===== src/rtl/pwm_pkg.sv =====
// Shared definitions for blocks slaved to a pwm period: ramp FSM states, default
// width and the saturating step-toward-target helper.
package pwm_pkg;

   localparam int unsigned DefWidth = 8;

   typedef enum logic [0:0] {StIdle, StRamp} ramp_state_e;

   // Moves cur toward tgt by at most stp; stp == 0 jumps. Never overshoots.
   function automatic logic [31:0] step_toward(input logic [31:0] cur,
                                               input logic [31:0] tgt,
                                               input logic [31:0] stp);
      logic [31:0] diff;
      diff = (tgt >= cur) ? (tgt - cur) : (cur - tgt);
      if ((stp == 32'd0) || (diff <= stp)) begin
         return tgt;
      end else if (tgt > cur) begin
         return cur + stp;
      end else begin
         return cur - stp;
      end
   endfunction

endpackage


===== src/rtl/pwm_period_tick.sv =====
// Mirror of the pwm period counter; strobes eop_o on the last count of each period.
module pwm_period_tick
   import pwm_pkg::*;
#(
   parameter int unsigned WIDTH = DefWidth
) (
   input  logic clk_i,
   input  logic rst_i,
   input  logic en_i,
   output logic eop_o
);

   logic [WIDTH-1:0] cnt_q, cnt_d;

   always_comb begin
      cnt_d = en_i ? cnt_q + WIDTH'(1) : '0;
   end

   always_ff @(posedge clk_i or negedge rst_i) begin
      if (!rst_i) begin
         cnt_q <= '0;
      end else begin
         cnt_q <= cnt_d;
      end
   end

   assign eop_o = en_i & (&cnt_q);

endmodule


===== src/rtl/pwm_duty_ramp.sv =====
// Duty-cycle ramp feeding a pwm val_i: walks val_o toward an accepted target in
// bounded steps, updating only on pwm period boundaries.
module pwm_duty_ramp
   import pwm_pkg::*;
#(
   parameter int unsigned WIDTH = DefWidth,
   parameter int unsigned DIV_W = 8
) (
   input  logic             clk_i,
   input  logic             rst_i,
   input  logic             en_i,
   input  logic [WIDTH-1:0] tgt_i,
   input  logic [WIDTH-1:0] step_i,
   input  logic [DIV_W-1:0] div_i,
   input  logic             tgt_valid_i,
   output logic             tgt_ready_o,
   output logic [WIDTH-1:0] val_o,
   output logic             busy_o,
   output logic             done_o
);

   ramp_state_e      state_q, state_d;
   logic [WIDTH-1:0] val_q, val_d, tgt_q, tgt_d, step_q, step_d, stepped;
   logic [DIV_W-1:0] div_q, div_d, dcnt_q, dcnt_d, div_eff;
   logic             done_q, done_d;
   logic             eop, accept;

   pwm_period_tick #(
      .WIDTH(WIDTH)
   ) u_tick (
      .clk_i(clk_i),
      .rst_i(rst_i),
      .en_i (en_i),
      .eop_o(eop)
   );

   assign tgt_ready_o = (state_q == StIdle) & en_i;
   assign accept      = tgt_valid_i & tgt_ready_o;
   assign div_eff     = (div_i == '0) ? DIV_W'(1) : div_i;
   assign stepped     = WIDTH'(step_toward(32'(val_q), 32'(tgt_q), 32'(step_q)));

   always_comb begin
      state_d = state_q;
      val_d   = val_q;
      tgt_d   = tgt_q;
      step_d  = step_q;
      div_d   = div_q;
      dcnt_d  = dcnt_q;
      done_d  = 1'b0;
      if (!en_i) begin
         // Disable abandons any ramp; the next one soft-starts from zero.
         state_d = StIdle;
         val_d   = '0;
      end else begin
         unique case (state_q)
            StIdle: begin
               if (accept) begin
                  tgt_d  = tgt_i;
                  step_d = step_i;
                  div_d  = div_eff;
                  dcnt_d = div_eff - DIV_W'(1);
                  if (tgt_i == val_q) begin
                     done_d = 1'b1;
                  end else begin
                     state_d = StRamp;
                  end
               end
            end
            StRamp: begin
               if (eop) begin
                  if (dcnt_q != '0) begin
                     dcnt_d = dcnt_q - DIV_W'(1);
                  end else begin
                     val_d  = stepped;
                     dcnt_d = div_q - DIV_W'(1);
                     if (stepped == tgt_q) begin
                        state_d = StIdle;
                        done_d  = 1'b1;
                     end
                  end
               end
            end
            default: state_d = StIdle;
         endcase
      end
   end

   always_ff @(posedge clk_i or negedge rst_i) begin
      if (!rst_i) begin
         state_q <= StIdle;
         val_q   <= '0;
         tgt_q   <= '0;
         step_q  <= '0;
         div_q   <= '0;
         dcnt_q  <= '0;
         done_q  <= 1'b0;
      end else begin
         state_q <= state_d;
         val_q   <= val_d;
         tgt_q   <= tgt_d;
         step_q  <= step_d;
         div_q   <= div_d;
         dcnt_q  <= dcnt_d;
         done_q  <= done_d;
      end
   end

   assign val_o  = val_q;
   assign busy_o = (state_q == StRamp);
   assign done_o = done_q;

endmodule


===== config.mk =====
export PLATFORM = sky130hd
export DESIGN_NAME = pwm_duty_ramp
export DESIGN_NICKNAME = d
export VERILOG_FILES = /design/src/rtl/pwm_pkg.sv /design/src/rtl/pwm_period_tick.sv /design/src/rtl/pwm_duty_ramp.sv
export SDC_FILE = /design/constraint.sdc
export NUM_CORES = 1
export LEC_CHECK = 0
export CORE_MARGIN = 1
export CORE_UTILIZATION = 30
export DETAILED_ROUTE_END_ITERATION = 6
export PLACE_DENSITY = 0.59
export RECOVER_POWER = 25
export SLEW_MARGIN = 20
export SYNTH_ARGS = -nofsm -noshare
export SYNTH_HDL_FRONTEND = slang
export SYNTH_SLANG_ARGS = --single-unit

===== constraint.sdc =====
create_clock -name clk_i -period 11 [get_ports clk_i]
set_input_delay 2.2 -clock clk_i [delete_from_list [all_inputs] [get_ports clk_i]]
set_output_delay 2.2 -clock clk_i [all_outputs]
set_load 0.1 [all_outputs]

* Yosys cells after proc, flatten, opt, wreduce, memory -nomap -nowiden
Cells that the tools add are included.
** Word-level totals
- Bits in registers :: 50
- Bits in latches :: 0
- Memory bits (writable) :: 0
- ROM bits :: 0
- Bits of input ports :: 28
- Output and inout port bits :: 11
- Word-level logic and storage cells :: 65
- Memories :: 0
** Cells by class
- $add $sub $neg :: 8
- Multiply operators :: 0
- Div/mod/pow operators :: 0
- Order comparisons :: 3
- Eq/ne operators :: 7
- Shift operators :: 0
- Mux-type cells :: 27
- Bitwise logic cells :: 4
- Reduce and logical (&&, ||, !) cells :: 8
** Operators with widths (count)
- 8-bit two-way mux :: 11
- 32-bit by 8-bit <= comparator with 1-bit output :: 1
- 32-bit two-way mux :: 1
- 8-bit by 1-bit subtractor with 8-bit output (second input constant) :: 3
- 8-bit by 8-bit subtractor with 9-bit output :: 2
- 8-bit equality test :: 2
- 8-bit zero test :: 2
- 8-bit one-hot mux with 2 select lines :: 1
- 1-bit two-way mux :: 12
- 3-bit AND reduction :: 3
- 8-bit by 1-bit adder with 8-bit output (second input constant) :: 1
- 8-bit adder :: 1
- 8-bit greater-or-equal comparator :: 1
- 8-bit greater-than comparator :: 1
- 8-bit AND reduction :: 1
- 8-bit nonzero test :: 1
- 8-bit subtractor :: 1
- 2-bit by 1-bit inequality test with 1-bit output (second input constant) :: 3
- 2-bit inequality test (second input constant) :: 2
- 1-bit one-hot mux with 2 select lines :: 2
- 1-bit AND :: 3
- 1-bit logical OR :: 1
- 1-bit NOT :: 1

* Longest topological paths before layout
- Word-level depth :: 11
- Gate-level depth with buffers :: 18
- Mapped depth without buffers :: 17

* Cells and area by module
Synthesis repeated with hierarchy kept, for this count alone.
** Second synthesis, totals
- Cells, all modules :: 464
- Area, all modules :: 3955.0 µm²
** Modules (own cells, without submodules)
- pwm_duty_ramp :: times used 1, cells an instance 430, area each 3585.9 µm², seq. area each 1051.0 µm²
- pwm_period_tick :: times used 1, cells an instance 34, area each 369.1 µm², seq. area each 200.2 µm²

* Least setup slack after synthesis
OpenSTA, ideal clock, no wires.
- Kind :: input-to-output
- From :: input en_i
- To :: output tgt_ready_o
- Data arrival time :: 3.596 ns
- Data required time :: 8.800 ns
- Slack :: 5.204 ns
- Cell stages on the path :: 1
- Buffers on the path :: 0
- Cells stage by stage :: nor2b_1
** On the way
- Cells in the longest elaborated chain, start to end :: 1
** RTL lines
- start: declaration :: line pwm_duty_ramp.sv:11 : input logic en_i,
- 1-bit AND :: line pwm_duty_ramp.sv:37 : assign tgt_ready_o = (state_q == StIdle) & en_i;
- end: declaration :: line pwm_duty_ramp.sv:16 : output logic tgt_ready_o,
Every way passes these cells.

* Final worst setup path
Same ends and word-level chain as after synthesis.

==> Implementation_results.wiki <==
{| class="wikitable"
! Metric !! Value
|-
| Maximum number of pins on one net before global-route repair || slightly above 50
|-
| Violations in the final reports || max-capacitance violations, max-slew violations
|-
| Total wirelength of the detailed-routed design || between 10000 and 15000 microns
|-
| Crit Path Category || in2out
|-
| Wire length of the first global-routing pass || roughly 18000 microns
|-
| Clock buffers created by TritonCTS || 5
|-
| Cell types occupying the most area after synthesis || dfrtp_1, ha_1, mux2_2, xnor2_1, xor2_1
|-
| Routed length per placed instance || 15.8 microns
|-
| Iteration-0 DRC count of the detailed router || between 200 and 250
|-
| Nets || 550
|-
| Vias after detailed routing || between 3000 and 4000
|-
| Remaining number of nets flagged by the antenna check after routing || 0
|-
| Crit share post-route || 0.632
|-
| Final-report setup violation count || 0
|-
| Most used flip-flop cell after synthesis || dfrtp_1
|-
| Placement Rows || 42
|-
| Synthesized area || around 4200 sq um
|-
| Clock insertion delay at the later pin of the skew report || around 0.29 ns
|-
| CTS tree || yes
|-
| Sequential-to-total area share from yosys stat || 0.297
|-
| Clock-pin slew on the worst setup and hold paths || around 0.060 ns
|-
| Arrival time of the worst setup path || between 4 and 5 ns
|-
| Commonest non-fill, non-tap cell in the layout || dfrtp_1
|-
| Die height || ~120 microns
|-
| Run status || finished with violations
|-
| Fmax achieved || approximately 140 MHz
|-
| Total Power Consumption || about 0.89 mW
|-
| Number of max-slew violations in the final report || 51
|-
| Antenna violations before repair || 0
|-
| Signed area change from the synthesized netlist to the final layout || 16.2%
|-
| Hold violation total from the final report || 0
|-
| RSZ-0062 raised after global routing || false
|-
| Number of placed I/O pins || 39
|-
| Async S/R FF share, synth || 1.00
|-
| Number of enable flip-flop cells after synthesis || 0
|-
| Required time of the worst setup path || 8.80 ns
|-
| Die Width || 120 microns
|-
| Initial core utilization || 0.313
|-
| Number of warning messages in the yosys log || 0
|-
| Critical path startpoint category || input pin
|-
| Power Dens Cells || around 180 nW/um^2
|-
| Mean post-synth cell area || 9.20 sq um
|-
| Dominant cell type by area after synthesis || dfrtp_1
|-
| Number of detailed-routing iterations run before antenna repair || 4
|-
| Residual DRC || 0
|-
| Die footprint || between 10000 and 15000 sq um
|-
| Register bit total from synthesis || 50
|-
| Most frequent cells in the layout || dfrtp_1, inv_1, clkdlybuf4s50_1
|-
| Overall global routing resource usage || 0.152
|-
| Clock Sink Count || 50
|-
| Max-Cap Viols || 1
|-
| Top cell type's share of synthesized area || 0.297
|-
| Post-DP HPWL || 8150 microns
|-
| Setup TNS || 0 ns
|-
| Post-synth cell types || 64
|-
| # diodes || 0
|-
| Core ar. || between 10000 and 15000 sq um
|-
| Remaining global-route overflow || 0
|-
| Static leakage || approximately 2.1 nW
|-
| Last weighted congestion value of the routability-driven placer || 0.864
|-
| Average via count per standard cell || between 5 and 6
|-
| Post-cts repair resize count || 0
|-
| Worst-case clock buffer depth || 2
|-
| Root Buffer Master || clkbuf_16
|-
| Number of nets in the synthesized netlist || about 520
|-
| Setup crit end kind || output pin
|-
| Number of input and output port buffers inserted || 38
|-
| Relative slew margins || -0.787
|-
| IR drop worst, VDD || 90.3 uV
|-
| Vias in the first global route || between 3000 and 4000
|-
| Type of the tightest min-delay check || reg2reg
|-
| Number of buffers inserted by hold repair at cts || 0
|-
| Fraction of final layout cells sized beyond drive strength 1 || 0.109
|-
| Mapped Cells || between 400 and 500
|-
| Fin Clk Skew || roughly 0.0060 ns
|-
| Post-CTS Repair Setup Buffers || 0
|-
| Pin slew with the least headroom to its limit || between 2 and 3 ns
|-
| Number of fillers in the final layout || 1397
|-
| Clock period minus final worst setup slack || between 6 and 7 ns
|-
| H-Tree Depth || 2
|-
| Worst-path maximum fanout || 26
|}
cell type report:
| type | count | area, sq um | area share |
|---|---|---|---|
| inverters | 37 | 139 | 0.0284 |
| well taps | 176 | 220 | 0.0451 |
| clock inverters | 3 | 45.0 | 0.00922 |
| repair buffers | 39 | 382 | 0.0781 |
| flip-flops and latches | 50 | 1250 | 0.256 |
| clock buffers | 5 | 125 | 0.0256 |
| multi-input cells | 352 | 2720 | 0.557 |
synthesized netlist by cell type (7+ instances only):
master     n
o211ai_1   8
nor2_1    24
nand3_1   16
ha_1      34
mux2i_1    7
nor4_1     9
a31oi_1    8
dfrtp_1   50
mux2_2    27
xor2_1    19
clkbuf_1  10
o21ai_0   22
nand2_1   27
xnor2_1   24
nor3_1    13
a21oi_1   18
a21o_1     9
and2_1    10
inv_1     37
path summary, 6_finish.rpt:
kind | start | slack (ns) | to | depth (start not counted)
hold reg to reg | u_tick.cnt_q[0] | 0.46 | u_tick.cnt_q[0] | 1
max in group asynchronous | rst_i | 6.72 | u_tick.cnt_q[4] | 1
hold / removal | u_tick.cnt_q[0] | 0.46 | u_tick.cnt_q[0] | 1
min in group asynchronous | rst_i | 2.74 | div_q[4] | 1
setup reg to reg | val_o[5] | 6.49 | done_o | 16
setup / recovery | en_i | 4.05 | tgt_ready_o | 3
flip-flops by register name (all words and copies together), names as in the netlist:
signal / count
dcnt_q: 8
div_q: 8
step_q: 8
tgt_q: 8
u_tick.cnt_q: 8
val_o: 8
busy_o: 1
done_o: 1
routing by layer:
metal	up-vias	track usage	wire [microns]
met4	0	0.0548	245
li1	1690	-	-
met5	-	0	0
met3	16	0.0193	397
met1	1629	0.192	4670
met2	84	0.263	5170
where the power goes:
group | internal, mW | switching (mW) | leakage [nW]
sequential | 0.213 | 0.0396 | 0.629
clock | 0.107 | 0.0686 | 0.0760
combinational | 0.205 | 0.255 | 1.39
through the flow:
stage	instances	util	hold WS, ns	setup slack (ns)	cell area (sq um)
final	662	0.363	0.457	4.05	4890
after global routing	662	0.363	0.493	3.95	4890
after CTS	662	0.363	0.461	4.13	4880
after detailed placement	654	0.350	0.451	4.14	4710
after global placement	654	0.350	0.445	4.18	4710
after floorplan	457	-	0.431	5.20	4210
critical path, stage by stage:
cell and delay [ns]:
clkdlybuf4s50_1 1.00, nor2b_1 0.36, clkdlybuf4s50_1 1.19
cells by family after synthesis:
family,after synthesis,synth area share
AOI/OAI and AO/OA,104,0.175
xor gates and xnor gates,45,0.100
adders and majority gates,37,0.115
buffers and inverters,55,0.0556
DFF,50,0.297
muxes,35,0.0925
and+or+nand+nor,131,0.164
Power figures use the tool's default switching activity.
